===== src/rtl/sr_flag_if.sv =====
// Requester, sweep and flop-bank signals of the SR flag scheduler.
// The slave modport is the scheduler's view; master is the requester/bank side.
interface sr_flag_if #(
    parameter int NREQ   = 4,
    parameter int NFLAGS = 8,
    parameter int IDXW   = 3
);
    localparam int SRCW = (NREQ > 1) ? $clog2(NREQ) : 1;

    logic [NREQ-1:0]      req_valid;
    logic [NREQ-1:0]      req_ready;
    logic [NREQ-1:0]      req_s;
    logic [NREQ-1:0]      req_r;
    logic [NREQ*IDXW-1:0] req_idx;
    logic                 sweep_req;
    logic                 sweep_busy;
    logic [NFLAGS-1:0]    ff_s;
    logic [NFLAGS-1:0]    ff_r;
    logic [NFLAGS-1:0]    flag_state;
    logic                 err_illegal;
    logic [SRCW-1:0]      err_src;

    modport master (
        output req_valid, req_s, req_r, req_idx, sweep_req,
        input  req_ready, sweep_busy, ff_s, ff_r, flag_state, err_illegal, err_src
    );

    modport slave (
        input  req_valid, req_s, req_r, req_idx, sweep_req,
        output req_ready, sweep_busy, ff_s, ff_r, flag_state, err_illegal, err_src
    );
endinterface


===== src/rtl/sr_flag_scheduler.sv =====
// Round-robin scheduler turning requester set/reset commands into one-cycle pulses
// for a shared SR flop bank, plus a sequential reset sweep of the whole bank.
module sr_flag_scheduler #(
    parameter int NREQ   = 4,
    parameter int NFLAGS = 8,
    parameter int IDXW   = 3
) (
    input  logic     clk,
    input  logic     clear,
    sr_flag_if.slave bus
);
    localparam int SRCW = (NREQ > 1) ? $clog2(NREQ) : 1;
    localparam logic [IDXW:0]   NFLAGS_W = (IDXW+1)'(NFLAGS);
    localparam logic [SRCW:0]   NREQ_W   = (SRCW+1)'(NREQ);
    localparam logic [IDXW-1:0] LAST_IDX = IDXW'(NFLAGS - 1);
    localparam logic [SRCW-1:0] LAST_REQ = SRCW'(NREQ - 1);

    typedef enum logic [0:0] {
        ST_IDLE  = 1'b0,
        ST_SWEEP = 1'b1
    } state_t;

    state_t            state_r;
    logic [SRCW-1:0]   ptr_r;
    logic [IDXW-1:0]   cnt_r;
    logic [NFLAGS-1:0] ff_s_r;
    logic [NFLAGS-1:0] ff_r_r;
    logic [NFLAGS-1:0] flag_state_r;
    logic              sweep_busy_r;
    logic              err_illegal_r;
    logic [SRCW-1:0]   err_src_r;

    logic [SRCW:0]     cand_s;
    logic              grant_found_s;
    logic [SRCW-1:0]   grant_src_s;
    logic [SRCW-1:0]   next_ptr_s;
    logic              grant_en_s;
    logic [NREQ-1:0]   ready_s;
    logic              cmd_s_s;
    logic              cmd_r_s;
    logic [IDXW-1:0]   cmd_idx_s;
    logic              cmd_illegal_s;
    logic [NFLAGS-1:0] idx_onehot_s;
    logic [NFLAGS-1:0] cnt_onehot_s;

    function automatic logic [NFLAGS-1:0] decode_onehot(input logic [IDXW-1:0] idx);
        logic [NFLAGS-1:0] vec;
        vec = '0;
        for (int f = 0; f < NFLAGS; f++) begin
            vec[f] = (idx == IDXW'(f));
        end
        return vec;
    endfunction

    // Round-robin search: first valid requester at or above the pointer, wrapping.
    always_comb begin
        grant_found_s = 1'b0;
        grant_src_s   = '0;
        cand_s        = '0;
        for (int i = 0; i < NREQ; i++) begin
            cand_s = {1'b0, ptr_r} + (SRCW+1)'(i);
            cand_s = (cand_s >= NREQ_W) ? (cand_s - NREQ_W) : cand_s;
            if (!grant_found_s && bus.req_valid[cand_s[SRCW-1:0]]) begin
                grant_found_s = 1'b1;
                grant_src_s   = cand_s[SRCW-1:0];
            end else begin
                grant_found_s = grant_found_s;
                grant_src_s   = grant_src_s;
            end
        end
    end

    // Grant qualification and decode of the granted command.
    always_comb begin
        grant_en_s    = (state_r == ST_IDLE) && !clear && !bus.sweep_req && grant_found_s;
        ready_s       = grant_en_s ? (NREQ'(1) << grant_src_s) : '0;
        next_ptr_s    = (grant_src_s == LAST_REQ) ? '0 : (grant_src_s + SRCW'(1));
        cmd_s_s       = bus.req_s[grant_src_s];
        cmd_r_s       = bus.req_r[grant_src_s];
        cmd_idx_s     = bus.req_idx[grant_src_s*IDXW +: IDXW];
        // Out-of-range indices are illegal whatever the s/r bits say.
        cmd_illegal_s = (cmd_s_s && cmd_r_s) || ({1'b0, cmd_idx_s} >= NFLAGS_W);
        idx_onehot_s  = decode_onehot(cmd_idx_s);
        cnt_onehot_s  = decode_onehot(cnt_r);
    end

    // Control FSM, pulse registers, shadow flag state and error capture.
    always_ff @(posedge clk) begin
        if (clear) begin
            state_r       <= ST_IDLE;
            ptr_r         <= '0;
            cnt_r         <= '0;
            ff_s_r        <= '0;
            ff_r_r        <= '0;
            flag_state_r  <= '0;
            sweep_busy_r  <= 1'b0;
            err_illegal_r <= 1'b0;
            err_src_r     <= '0;
        end else begin
            ff_s_r <= '0;
            ff_r_r <= '0;
            case (state_r)
                ST_IDLE: begin
                    if (bus.sweep_req) begin
                        state_r      <= ST_SWEEP;
                        cnt_r        <= '0;
                        sweep_busy_r <= 1'b1;
                    end else if (grant_en_s) begin
                        ptr_r <= next_ptr_s;
                        if (cmd_illegal_s) begin
                            err_illegal_r <= 1'b1;
                            err_src_r     <= err_illegal_r ? err_src_r : grant_src_s;
                        end else if (cmd_s_s && !cmd_r_s) begin
                            ff_s_r       <= idx_onehot_s;
                            flag_state_r <= flag_state_r | idx_onehot_s;
                        end else if (cmd_r_s && !cmd_s_s) begin
                            ff_r_r       <= idx_onehot_s;
                            flag_state_r <= flag_state_r & ~idx_onehot_s;
                        end else begin
                            flag_state_r <= flag_state_r;
                        end
                    end else begin
                        ptr_r <= ptr_r;
                    end
                end
                ST_SWEEP: begin
                    ff_r_r       <= cnt_onehot_s;
                    flag_state_r <= flag_state_r & ~cnt_onehot_s;
                    cnt_r        <= cnt_r + IDXW'(1);
                    if (cnt_r == LAST_IDX) begin
                        state_r      <= ST_IDLE;
                        sweep_busy_r <= 1'b0;
                    end else begin
                        state_r <= ST_SWEEP;
                    end
                end
                default: begin
                    state_r      <= ST_IDLE;
                    sweep_busy_r <= 1'b0;
                end
            endcase
        end
    end

    assign bus.req_ready   = ready_s;
    assign bus.sweep_busy  = sweep_busy_r;
    assign bus.ff_s        = ff_s_r;
    assign bus.ff_r        = ff_r_r;
    assign bus.flag_state  = flag_state_r;
    assign bus.err_illegal = err_illegal_r;
    assign bus.err_src     = err_src_r;
endmodule


===== src/flat_wrapper.sv =====
// flat-port wrapper written by rule: the top's interface ports become plain ports
module sr_flag_scheduler_flat 
#(
    parameter int NREQ   = 4,
    parameter int NFLAGS = 8,
    parameter int IDXW   = 3
)
  (clk, clear, bus_req_valid, bus_req_s, bus_req_r, bus_req_idx, bus_sweep_req, bus_req_ready, bus_sweep_busy, bus_ff_s, bus_ff_r, bus_flag_state, bus_err_illegal, bus_err_src);
  sr_flag_if #(.NREQ(NREQ), .NFLAGS(NFLAGS), .IDXW(IDXW)) bus_i ();
  input  logic clk;
  input  logic clear;
  input wire logic [$bits(bus_i.req_valid)-1:0] bus_req_valid;
  input wire logic [$bits(bus_i.req_s)-1:0] bus_req_s;
  input wire logic [$bits(bus_i.req_r)-1:0] bus_req_r;
  input wire logic [$bits(bus_i.req_idx)-1:0] bus_req_idx;
  input wire logic [$bits(bus_i.sweep_req)-1:0] bus_sweep_req;
  output wire logic [$bits(bus_i.req_ready)-1:0] bus_req_ready;
  output wire logic [$bits(bus_i.sweep_busy)-1:0] bus_sweep_busy;
  output wire logic [$bits(bus_i.ff_s)-1:0] bus_ff_s;
  output wire logic [$bits(bus_i.ff_r)-1:0] bus_ff_r;
  output wire logic [$bits(bus_i.flag_state)-1:0] bus_flag_state;
  output wire logic [$bits(bus_i.err_illegal)-1:0] bus_err_illegal;
  output wire logic [$bits(bus_i.err_src)-1:0] bus_err_src;
  assign bus_i.req_valid = bus_req_valid;
  assign bus_i.req_s = bus_req_s;
  assign bus_i.req_r = bus_req_r;
  assign bus_i.req_idx = bus_req_idx;
  assign bus_i.sweep_req = bus_sweep_req;
  assign bus_req_ready = bus_i.req_ready;
  assign bus_sweep_busy = bus_i.sweep_busy;
  assign bus_ff_s = bus_i.ff_s;
  assign bus_ff_r = bus_i.ff_r;
  assign bus_flag_state = bus_i.flag_state;
  assign bus_err_illegal = bus_i.err_illegal;
  assign bus_err_src = bus_i.err_src;
  sr_flag_scheduler #(.NREQ(NREQ), .NFLAGS(NFLAGS), .IDXW(IDXW)) u_core (.clk(clk), .clear(clear), .bus(bus_i));
endmodule

===== config.mk =====
export PLATFORM = sky130hd
export DESIGN_NAME = sr_flag_scheduler_flat
export DESIGN_NICKNAME = d
export VERILOG_FILES = /design/src/rtl/sr_flag_if.sv /design/src/rtl/sr_flag_scheduler.sv /design/src/flat_wrapper.sv
export SDC_FILE = /design/constraint.sdc
export NUM_CORES = 1
export LEC_CHECK = 0
export CORE_ASPECT_RATIO = 1.25
export CORE_MARGIN = 2
export CORE_UTILIZATION = 30
export DETAILED_ROUTE_END_ITERATION = 6
export PLACE_DENSITY = 0.57
export SYNTH_ARGS = -nofsm -noshare
export SYNTH_HDL_FRONTEND = slang
export SYNTH_SLANG_ARGS = --single-unit

===== constraint.sdc =====
create_clock -name clk -period 4.4 [get_ports clk]
set_input_delay 0.44 -clock clk [delete_from_list [all_inputs] [get_ports clk]]
set_output_delay 0.44 -clock clk [all_outputs]
set_load 0.05 [all_outputs]

### Word-level counts from Yosys, hierarchy flattened

Cells that the tools add are included.

* register bits after elaboration: 34
* input port bits: 27
* output and inout bits: 32
* word-level logic and storage cells: 131

* add/subtract/negate cells: 9
* multiply operators: 1
* magnitude comparators: 9
* equality and inequality tests: 21
* shift-type cells: 2
* multiplexer cells: 46
* bitwise gates (word level): 10
* reductions and logical operators: 24

Operators by type and width (number)
* 8-bit 2-to-1 mux: 10
* 8-bit one-hot mux with 2 select lines: 2
* 3-bit == test (second input constant): 8
* 2-bit 2-to-1 mux: 9
* 8-bit AND: 2
* 8-bit inverter: 2
* 2-bit by 3-bit less-than comparator with 1-bit output (second input constant): 5
* 1-bit 2-to-1 mux: 14
* 1-bit binary-select mux with 2-bit select: 6
* 3-bit by 2-bit == test with 1-bit output (second input constant): 4
* 12-bit by 5-bit variable part select with 3-bit output: 1
* 3-bit greater-or-equal comparator (second input constant): 3
* 1-bit logical AND: 9
* 2-bit != test (second input constant): 4
* 8-bit OR: 1
* 4-bit AND reduction: 2
* 2-bit by 1-bit subtractor with 2-bit output (second input constant): 4
* 1-bit logical NOT: 7
* 2-bit by 2-bit adder with 3-bit output (second input constant): 2
* 3-bit by 1-bit == test with 1-bit output (second input constant): 2
* 3-bit logical NOT: 2
* 3-bit one-hot mux with 2 select lines: 1
* 6-bit OR reduction: 1
* 1-bit inverter: 5
* other kinds (15): 16

### Longest topological paths before layout

Gate-level depths: netlist of the first run.

* depth in word-level cells: 25
* gate-level depth with buffers: 14
* depth with buffers taken out: 12

### Worst setup path after synthesis of the first run

No wires, ideal clock.

* path kind: input port to flip-flop
* start: input bus_req_valid[0]
* end: register with a tool-made name
* setup time: 71 ps
* arrival: 2940 ps
* setup slack: 1390 ps
* cell stages on the path: 11
* path buffers: 0
* cells stage by stage: and2_4 o211a_4 nor2_8 mux2i_1 nand2_1 and2_1 ha_1 nor4_1 nand2_1 or4b_1 a21oi_1

RTL lines
* start, declared: RTL line flat_wrapper.sv:12 `input wire logic [$bits(bus_i.req_valid)-1:0] bus_req_valid;`

==> results.py, run 1 <==
metrics = {
    "global_routing": {
        "antenna_found_initial": 0,
        "grt_pass1_vias": 1784,
        "grt_overflow": 0,
        "grt_max_degree": 28,
        "track_usage": 0.1424,
        "grt_pass1_wl_um": 8404,
    },
    "sta": {
        "post-route-period-util": 0.8217,
        "hold_viol": 0,
        "finalSetupViolCount": 0,
        "skew_ps": 4.920,
        "worst_pin_slew_ps": 776.9,
        "slew_headroom": 0.4813,
        "hold_ws_ps": 487.8,
        "period_needed_ps": 3615,
        "slew_violations": 0,
        "rsz0062_at_grt": "false",
        "fin_tns_setup_ps": 0,
        "max_freq_ghz": 0.2766,
    },
    "power": {
        "ir_drop_mv": 0.1173,
        "pwr_density_cell_mw_per_mm2": 298.0,
        "power.total_uw": 825.2,
        "p_leak_nw": 1.018,
    },
    "synthesis": {
        "syn_area_mm2": 0.002034,
        "synthAdderAreaFrac": 0.07995,
        "yosys_register_bits": 34,
        "synth_area_leaders": "dfxtp_1 33%, ha_1 8.0%, a21oi_1 4.9%",
        "synth_top_family_by_area": "simple AND/OR/NAND/NOR gates",
        "yosys.area_share.simple": 0.2817,
        "ys.flop_type": "dfxtp_1",
        "synth_area_leader_cell": "dfxtp_1",
        "yosys.area.top_type_share": 0.3346,
        "syn_area_per_cell_um2": 8.584,
        "synth_nets": 277,
        "ys_types": 55,
        "synth_compound_area_frac": 0.1943,
        "synth_edf_count": 0,
        "synth_xor_area_frac": 0,
        "synth_cells": 237,
        "async_flop_share": 0,
        "synth_mux_area_frac": 0.05658,
        "yosysWarnings": 0,
        "ys_seq_area_frac": 0.3346,
    },
    "critical_path": {
        "timing.critical_path.arrival_ps": 3840,
        "endpoint_kind": "flip-flop",
        "path_max_fanout": 10,
        "crit_path_start_kind": "input pin",
        "worstSetupPathType": "input pin to flip-flop",
        "cp.required_ps": 4620,
    },
    "drt": {
        "routed_wl_um": 5108,
        "drt_iter0_drc": 86,
        "drtAntennaViolNets": 0,
        "vias_per_cell": 4.961,
        "drcViolationCount": 0,
        "wl_per_cell_um": 13.41,
        "drtPass1Iterations": 4,
        "vias": 1890,
    },
    "cts": {
        "ctsResizeCount": 0,
        "cts_tree": "yes",
        "postCtsSetupRepairBufs": 0,
        "root_buffer": "clkbuf_8",
        "cts_hold_buf": 0,
        "clkSinkCount": 34,
        "numCtsBuffers": 5,
        "clock_path_buffers": 2,
        "path_clk_slew_ps": 70,
        "worst_skew_pair.late_latency_ps": 280,
        "htreeDepth": 2,
    },
    "placed_design": {
        "portBuffers": 58,
        "dp_hpwl_um": 3893,
        "gp_congestion": 0.7642,
        "dpl_cell_area_mm2": 0.002674,
    },
    "cells_and_area": {
        "fillers": 699,
        "utilization": 0.4218,
        "finalInstanceArea_mm2": 0.002769,
        "diodes": 0,
        "nets": 333,
        "layout-drive-gt1-share": 0.09184,
        "syn2layout_area_growth_pct": 36.10,
    },
    "die": {
        "dieArea_mm2": 0.007460,
        "coreArea_mm2": 0.006565,
        "num_io_pins": 59,
        "die_w_um": 77.66,
        "initial_utilization": 0.3099,
        "rows": 33,
        "fp.dieH_um": 96.07,
    },
    "hold_path": {
        "min_path_type": "flip-flop to flip-flop",
    },
    "run_status": {
        "outcome": "finished clean",
    },
    "run": {
        "drv_cap": 0,
    },
}
[critical path, stage by stage]
cell,delay [ps]
clkdlybuf4s50_1,510
inv_2,70
and3_1,170
or3_1,570
clkinv_8,140
nand2_1,50
and2_1,180
ha_1,310
nor4_1,640
nand2_1,130
or4b_1,490
a21oi_1,120
[logic make-up (layout without fill, tap and decap cells)]
logic type | count (synthesis) | count (layout)
muxes | 11 | 11
DFF | 34 | 34
AOI/OAI and AO/OA | 56 | 56
buffers and inverters | 20 | 77
and+or+nand+nor | 103 | 103
adders and majority gates | 13 | 13
[per-stage QoR]
| stage | instances | worst slack [ps] |
|---|---|---|
| floorplan | 237 | 1390 |
| detailed placement | 373 | 499.5 |
| global placement | 373 | 561.6 |
| finish | 381 | 784.7 |
| global route | 381 | 472.9 |
| CTS | 381 | 798.3 |
[report_power, final]
part           internal (mW)  leakage (nW)  total (mW)  switching, mW
registers              0.318         0.276       0.331         0.0129
logic                 0.0968         0.694       0.256          0.159
clock network          0.126        0.0472       0.238          0.112
[per-layer routing]
metal | routed length, µm | global-route usage
met5 | 0 | 0
met3 | 249 | 0.02720
met1 | 2339 | 0.1732
met2 | 2461 | 0.2536
met4 | 57 | 0.04464
[cell usage after synthesis, types with 2 or more instances]
master	count
nor2_1	18
clkbuf_1	5
nand3_1	9
nor2b_1	4
or4_1	3
mux2i_1	10
nand4_1	3
and2_1	6
o21ai_0	10
a311oi_1	2
a21o_1	3
or3_1	6
o31a_1	2
a21oi_1	20
buf_6	2
or4b_1	2
and3_1	3
nand3_2	3
inv_1	8
dfxtp_1	34
ha_1	13
a211oi_1	3
nand2_1	22
nor4_1	4
nor3_1	7
nand2b_1	6
[cell type report]
cell class,count,area (µm²),area share
sequential,34,680.7,0.2458
timing repair buffer,59,588.1,0.2124
multi-input combinational,183,1246,0.4501
inverter,10,50.05,0.01807
tap,87,108.9,0.03931
clock buffer,6,82.58,0.02982
clock inverter,2,12.51,0.004519
[path summary, 6_finish.rpt]
path,startpoint,end,slack (ps),cells past startpoint
worst max-delay path,bus_req_valid[3],flip-flop,780,12
worst min-delay path,u_core.bus.err_src[1],u_core.bus.err_src[1],490,2
worst max register to register,u_core.ptr_r[1],flip-flop,1020,11
worst min register to register,u_core.bus.err_src[1],u_core.bus.err_src[1],490,2
[layout by cell type, fill, tap and decap left out, drive strengths merged, types with 2 or more instances in the layout]
cell type	n
clkdlybuf4s50	58
dfxtp	34
nand2	23
a21oi	20
nor2	19
ha	13
nand3	12
o21ai	11
mux2i	10
inv	9
nor3	8
and2	7
nand2b	6
or3	6
clkbuf	6
nor2b	4
nor4	4
and3	4
nand4	3
a211oi	3
a21o	3
or4	3
or4b	2
a311oi	2
o31a	2
clkinv	2
o211ai	2
o311ai	2
Power figures use the tool's default switching activity.
==> run 2, diff against run 1 <==
==> constraint.sdc (replaced) <==
create_clock -name clk -period 3.45 [get_ports clk]
set_input_delay 0.345 -clock clk [delete_from_list [all_inputs] [get_ports clk]]
set_output_delay 0.345 -clock clk [all_outputs]
set_load 0.05 [all_outputs]
==> run 2 against run 1 <==
  * Total power is 30% higher
  * Global-route usage hardly changed
  * Clock power is 29% higher
==> results.py, run 2 (synthesis results as in run 1) <==
metrics = {
    "run_status": {
        "outcome": "finished clean",
    },
    "cells_and_area": {
        "layout_common_cells": "54 x clkdlybuf4s50_1, 34 x dfxtp_1, 22 x nand2_1",
        "fillers": 654,
        "layout-drive-gt1-share": 0.1349,
        "nets": 343,
        "multi_input_area_mm2": 0.001246,
        "seq_area_um2": 680.7,
        "diodes": 0,
        "syn2layout_area_growth_pct": 39.30,
        "layout_commonest_cell": "clkdlybuf4s50_1",
    },
    "sta": {
        "slew_violations": 0,
        "rsz0062_at_grt": "false",
        "fin_tns_setup_ps": 0,
        "hold_ws_ps": 483.6,
        "post-route-period-util": 0.9015,
        "worst_pin_slew_ps": 589.8,
        "period_needed_ps": 3110,
        "skew_ps": 1.191,
        "slew_headroom": 0.5955,
        "hold_viol": 0,
        "max_freq_ghz": 0.3215,
        "finalSetupViolCount": 0,
    },
    "hold_path": {
        "hold_start": "u_core.bus.err_src[0]",
        "hold_path_depth": 2,
        "holdPathEnd": "u_core.bus.err_src[0]",
        "min_path_type": "flip-flop to flip-flop",
    },
    "drt": {
        "routed_wl_um": 5191,
        "vias_per_cell": 4.957,
        "wl_per_cell_um": 13.28,
        "drt_iter0_drc": 128,
        "drtPass1Iterations": 4,
        "drcViolationCount": 0,
        "drtAntennaViolNets": 0,
        "vias": 1938,
    },
    "cts": {
        "clock_path_buffers": 2,
        "cts_hold_buf": 0,
        "clkSinkCount": 34,
        "worst_skew_pair.late_latency_ps": 290,
        "cts_tree": "yes",
        "postCtsSetupRepairBufs": 0,
        "root_buffer": "clkbuf_8",
        "path_clk_slew_ps": 70,
        "htreeDepth": 2,
        "numCtsBuffers": 5,
        "ctsResizeCount": 0,
    },
    "power": {
        "power.switching_uw": 369.5,
        "pwr_density_cell_mw_per_mm2": 377.3,
        "switching_share": 0.3456,
        "ir_drop_mv": 0.1619,
        "internal-power_uw": 699.8,
        "p_leak_nw": 1.075,
        "pwr-share-comb": 0.321,
        "seq_power_share": 0.390,
        "clock_power_share": 0.288,
    },
    "critical_path": {
        "crit_path_start_kind": "input pin",
        "endpoint_kind": "flip-flop",
        "rrSetupSlack_ps": 490,
        "worstSetupPathType": "input pin to flip-flop",
        "path_max_fanout": 7,
        "worstRegToRegCells": 11,
        "cp.required_ps": 3670,
        "worstReg2RegStart": "u_core.ptr_r[1]",
        "timing.critical_path.arrival_ps": 3330,
    },
    "placed_design": {
        "gp_congestion": 0.8127,
        "dp_hpwl_um": 4057,
        "portBuffers": 58,
    },
    "run": {
        "drv_cap": 0,
    },
    "die": {
        "fp.dieH_um": 96.07,
        "rows": 33,
        "initial_utilization": 0.3099,
        "coreArea_mm2": 0.006565,
        "dieArea_mm2": 0.007460,
        "die_w_um": 77.66,
        "num_io_pins": 59,
    },
    "global_routing": {
        "grt_pass1_vias": 1789,
        "grt_overflow": 0,
        "antenna_found_initial": 0,
        "track_usage": 0.1423,
        "grt_pass1_wl_um": 8431,
        "grt_max_degree": 24,
    },
}
==> run 2: critical path: stages <==
cell and delay (ps):
clkdlybuf4s50_1 510, and2_4 220, o211a_4 280, nor2_8 160
mux2i_1 220, nand2_1 60, and2_1 180, ha_1 310
nor4_1 350, nand2_1 100, or4b_1 470, a21oi_1 130
==> run 2: area by class of cell <==
type,count,share of cell area
clock buffers,6,0.02914
clock inverters,2,0.004415
inverters,10,0.01766
multi-input cells,183,0.4397
flip-flops and latches,34,0.2402
well taps,87,0.03841
repair buffers,69,0.2305
==> run 2: power by group through the flow <==
| stage | Clock [mW] | Sequential [mW] | Combinational, mW |
|---|---|---|---|
| finish | 0.308 | 0.418 | 0.344 |
| global route | 0.333 | 0.420 | 0.375 |
| CTS | 0.314 | 0.418 | 0.345 |
| detailed placement | 0 | 0.427 | 0.344 |
| global placement | 0 | 0.426 | 0.341 |
| floorplan | 0 | 0.454 | 0.209 |
==> run 2: worst max-delay path by stage <==
stage / startpoint / end / cells after the start
after floorplan: u_core.ptr_r[1] / flip-flop / 12
after global placement: bus_req_valid[0] / flip-flop / 12
after detailed placement: bus_req_valid[0] / flip-flop / 12
after global routing: bus_req_valid[2] / flip-flop / 12
after CTS: bus_req_valid[0] / flip-flop / 12
final: bus_req_valid[0] / flip-flop / 12
==> run 2: stage by stage <==
stage          area (µm²)  instances  total power [mW]    util  setup slack, ps
3_3_place_gp         2739        383            0.7671  0.4172            125.4
6_report             2834        391             1.069  0.4317            339.8
3_5_place_dp         2739        383            0.7709  0.4172            51.76
4_1_cts              2834        391             1.077  0.4317            332.8
2_1_floorplan        2034        237            0.6632       -            484.7
5_1_grt              2834        391             1.128  0.4317            61.34
==> run 2: layer usage <==
metal / track usage / vias to the layer above / part of all wire
met5: 0 / - / 0
met4: 0.07143 / 0 / 0.030
met2: 0.2385 / 53 / 0.46
met3: 0.02158 / 12 / 0.037
li1: - / 985 / -
met1: 0.1780 / 888 / 0.47
==> run 3, diff against run 2 <==
--- a/config.mk
+++ b/config.mk
@@ -10,6 +10,8 @@
 export CORE_UTILIZATION = 30
 export DETAILED_ROUTE_END_ITERATION = 6
 export PLACE_DENSITY = 0.57
+export RECOVER_POWER = 25
+export SETUP_SLACK_MARGIN = 0.5
 export SYNTH_ARGS = -nofsm -noshare
 export SYNTH_HDL_FRONTEND = slang
 export SYNTH_SLANG_ARGS = --single-unit
==> run 3 against run 2 <==
  * Setup slack improved by 340 ps
  * Utilization is 2.0 points higher
  * Sequential share of layout area decreased by 1.1 points
  * Flip-flop and latch count unchanged
  * Sequential power about the same
  * Largest power group is now the clock network
  * Highest routed layer unchanged
==> results.py, run 3 (synthesis results as in run 1) <==
metrics = {
    "critical_path": {
        "cpPeakStageDelay_ps": 510,
        "worstSetupPathType": "input pin to flip-flop",
        "crit_family": "simple AND/OR/NAND/NOR gates",
        "timing.critical_path.arrival_ps": 2950,
        "crit_slowest_cell": "clkdlybuf4s50_1",
        "crit_chain": "clkdlybuf4s50_1, inv_2, and3_1, or3_4, clkinv_8, nand2_1, nand2_2, inv_1, ha_4, nor2_4, nand2_2, o41a_1, a2111oi_2",
        "rrSetupSlack_ps": 690,
        "worstRegToRegCells": 12,
        "crit_path_start_kind": "input pin",
        "path_buf_inv": 4,
        "endpoint_kind": "flip-flop",
        "cp_common_cell": "nand2_2",
        "worst-path-stages": 13,
        "path_max_fanout": 6,
        "cp.required_ps": 3630,
    },
    "global_routing": {
        "gr-max-usage-layer": "met2",
        "track_usage": 0.1486,
        "met2_usage": 0.2586,
        "grt_pass1_wl_um": 8728,
        "met1_usage": 0.1803,
        "grt_pass1_vias": 1844,
        "antenna_found_initial": 0,
        "grt_overflow": 0,
        "grt_use_met3": 0.03189,
        "grt_max_degree": 24,
    },
    "die": {
        "coreArea_mm2": 0.006565,
        "rows": 33,
        "num_io_pins": 59,
        "initial_utilization": 0.3099,
        "die_w_um": 77.66,
        "fp.dieH_um": 96.07,
        "dieArea_mm2": 0.007460,
    },
    "cts": {
        "clock_path_buffers": 2,
        "cts_tree": "yes",
        "root_buffer": "clkbuf_8",
        "path_clk_slew_ps": 70,
        "numCtsBuffers": 5,
        "clkSinkCount": 34,
        "worst_skew_pair.late_latency_ps": 280,
        "htreeDepth": 2,
    },
    "cells_and_area": {
        "multi_input_area_mm2": 0.001349,
        "nets": 341,
        "seq_area_um2": 680.7,
        "syn2layout_area_growth_pct": 45.76,
        "layout_common_cells": "39 x clkdlybuf4s50_1, 34 x dfxtp_1, 20 x a21oi_1",
        "diodes": 0,
        "fillers": 657,
        "layout-drive-gt1-share": 0.1722,
        "layout_commonest_cell": "clkdlybuf4s50_1",
    },
    "placed_design": {
        "portBuffers": 58,
        "gp_congestion": 0.8056,
        "dp_hpwl_um": 4004,
    },
    "drt": {
        "drcViolationCount": 0,
        "routed_wl_um": 5220,
        "vias": 1897,
        "drtAntennaViolNets": 0,
        "drt_iter0_drc": 121,
        "drtPass1Iterations": 4,
        "wl_per_cell_um": 13.42,
        "vias_per_cell": 4.877,
    },
    "sta": {
        "slew_headroom": 0.5201,
        "rsz0062_at_grt": "false",
        "period_needed_ps": 2771,
        "skew_ps": 3.818,
        "finalSetupViolCount": 0,
        "hold_viol": 0,
        "worst_pin_slew_ps": 719.9,
        "max_freq_ghz": 0.3609,
        "slew_violations": 0,
        "fin_tns_setup_ps": 0,
        "post-route-period-util": 0.8031,
    },
    "hold_path": {
        "min_path_type": "flip-flop to flip-flop",
        "hold_path_depth": 2,
    },
    "power": {
        "p_leak_nw": 1.152,
        "ir_drop_mv": 0.2786,
        "pwr_density_cell_mw_per_mm2": 421.9,
        "power.total_mw": 1.251,
    },
    "run_status": {
        "outcome": "finished clean",
    },
    "run": {
        "drv_cap": 0,
    },
}
run 3: cell count changes in the layout (fill, tap and decap cells not counted), sizes merged:
| cell | before | now |
|---|---|---|
| dlymetal6s2s | 0 | 1 |
| dlygate4sd3 | 0 | 12 |
| dlygate4sd2 | 0 | 2 |
| buf | 15 | 12 |
| clkdlybuf4s50 | 54 | 39 |
| clkbuf | 6 | 7 |
| clkinv | 2 | 1 |
| clkinvlp | 1 | 0 |
| bufinv | 0 | 2 |
run 3: stage by stage:
| step | utilization | cells | hold slack [ps] | area (µm²) | setup slack, ps |
|---|---|---|---|---|---|
| after floorplan | - | 237 | 504.6 | 2041 | 614.1 |
| after global placement | 0.4147 | 380 | 476.6 | 2723 | 155.1 |
| after detailed placement | 0.4147 | 380 | 481.9 | 2723 | 53.21 |
| after CTS | 0.4364 | 388 | 492.6 | 2865 | 418.5 |
| after global routing | 0.4517 | 389 | 501.7 | 2965 | 520.6 |
| final | 0.4517 | 389 | 487.5 | 2965 | 679.4 |
run 3: worst reg2reg max path: stages, from the launching register on:
cell,delay (ps)
dfxtp_1,480
mux2i_1,220
nor2_1,60
or3_4,440
clkinv_8,70
nand2_1,50
nand2_2,100
inv_1,110
ha_4,220
nor2_4,120
nand2_2,120
o41a_1,340
a2111oi_2,330
run 3: routing by layer:
metal | part of all wire | up-vias
li1 | - | 989
met1 | 0.47 | 842
met2 | 0.47 | 59
met3 | 0.043 | 7
met4 | 0.018 | 0
met5 | 0 | -
run 3: cell type report:
cell class | count | area share
inverters | 10 | 0.01688
repair buffers | 67 | 0.2139
clock buffers | 6 | 0.02785
multi-input cells | 183 | 0.4549
clock inverters | 2 | 0.02025
flip-flops and latches | 34 | 0.2295
well taps | 87 | 0.03671
run 3: what timing repair did:
action | in CTS | in global routing
pin swaps | 1 | 3
endpoints found under the setup margin | 10 | 15
hold buffers | 0 | 0
resized for setup | 3 | 19
buffers inserted | 0 | 1
run 3: final timing paths:
check	to	from
hold / removal	u_core.bus.err_src[0]	u_core.bus.err_src[0]
setup / recovery	flip-flop	bus_req_valid[3]
hold reg to reg	u_core.bus.err_src[0]	u_core.bus.err_src[0]
setup reg to reg	flip-flop	u_core.ptr_r[1]
run 3: where the power goes:
part	total (mW)	internal [mW]	switching [mW]	leakage, nW
combinational	0.380	0.152	0.228	0.804
clock	0.453	0.308	0.145	0.0714
sequential	0.418	0.406	0.0121	0.276
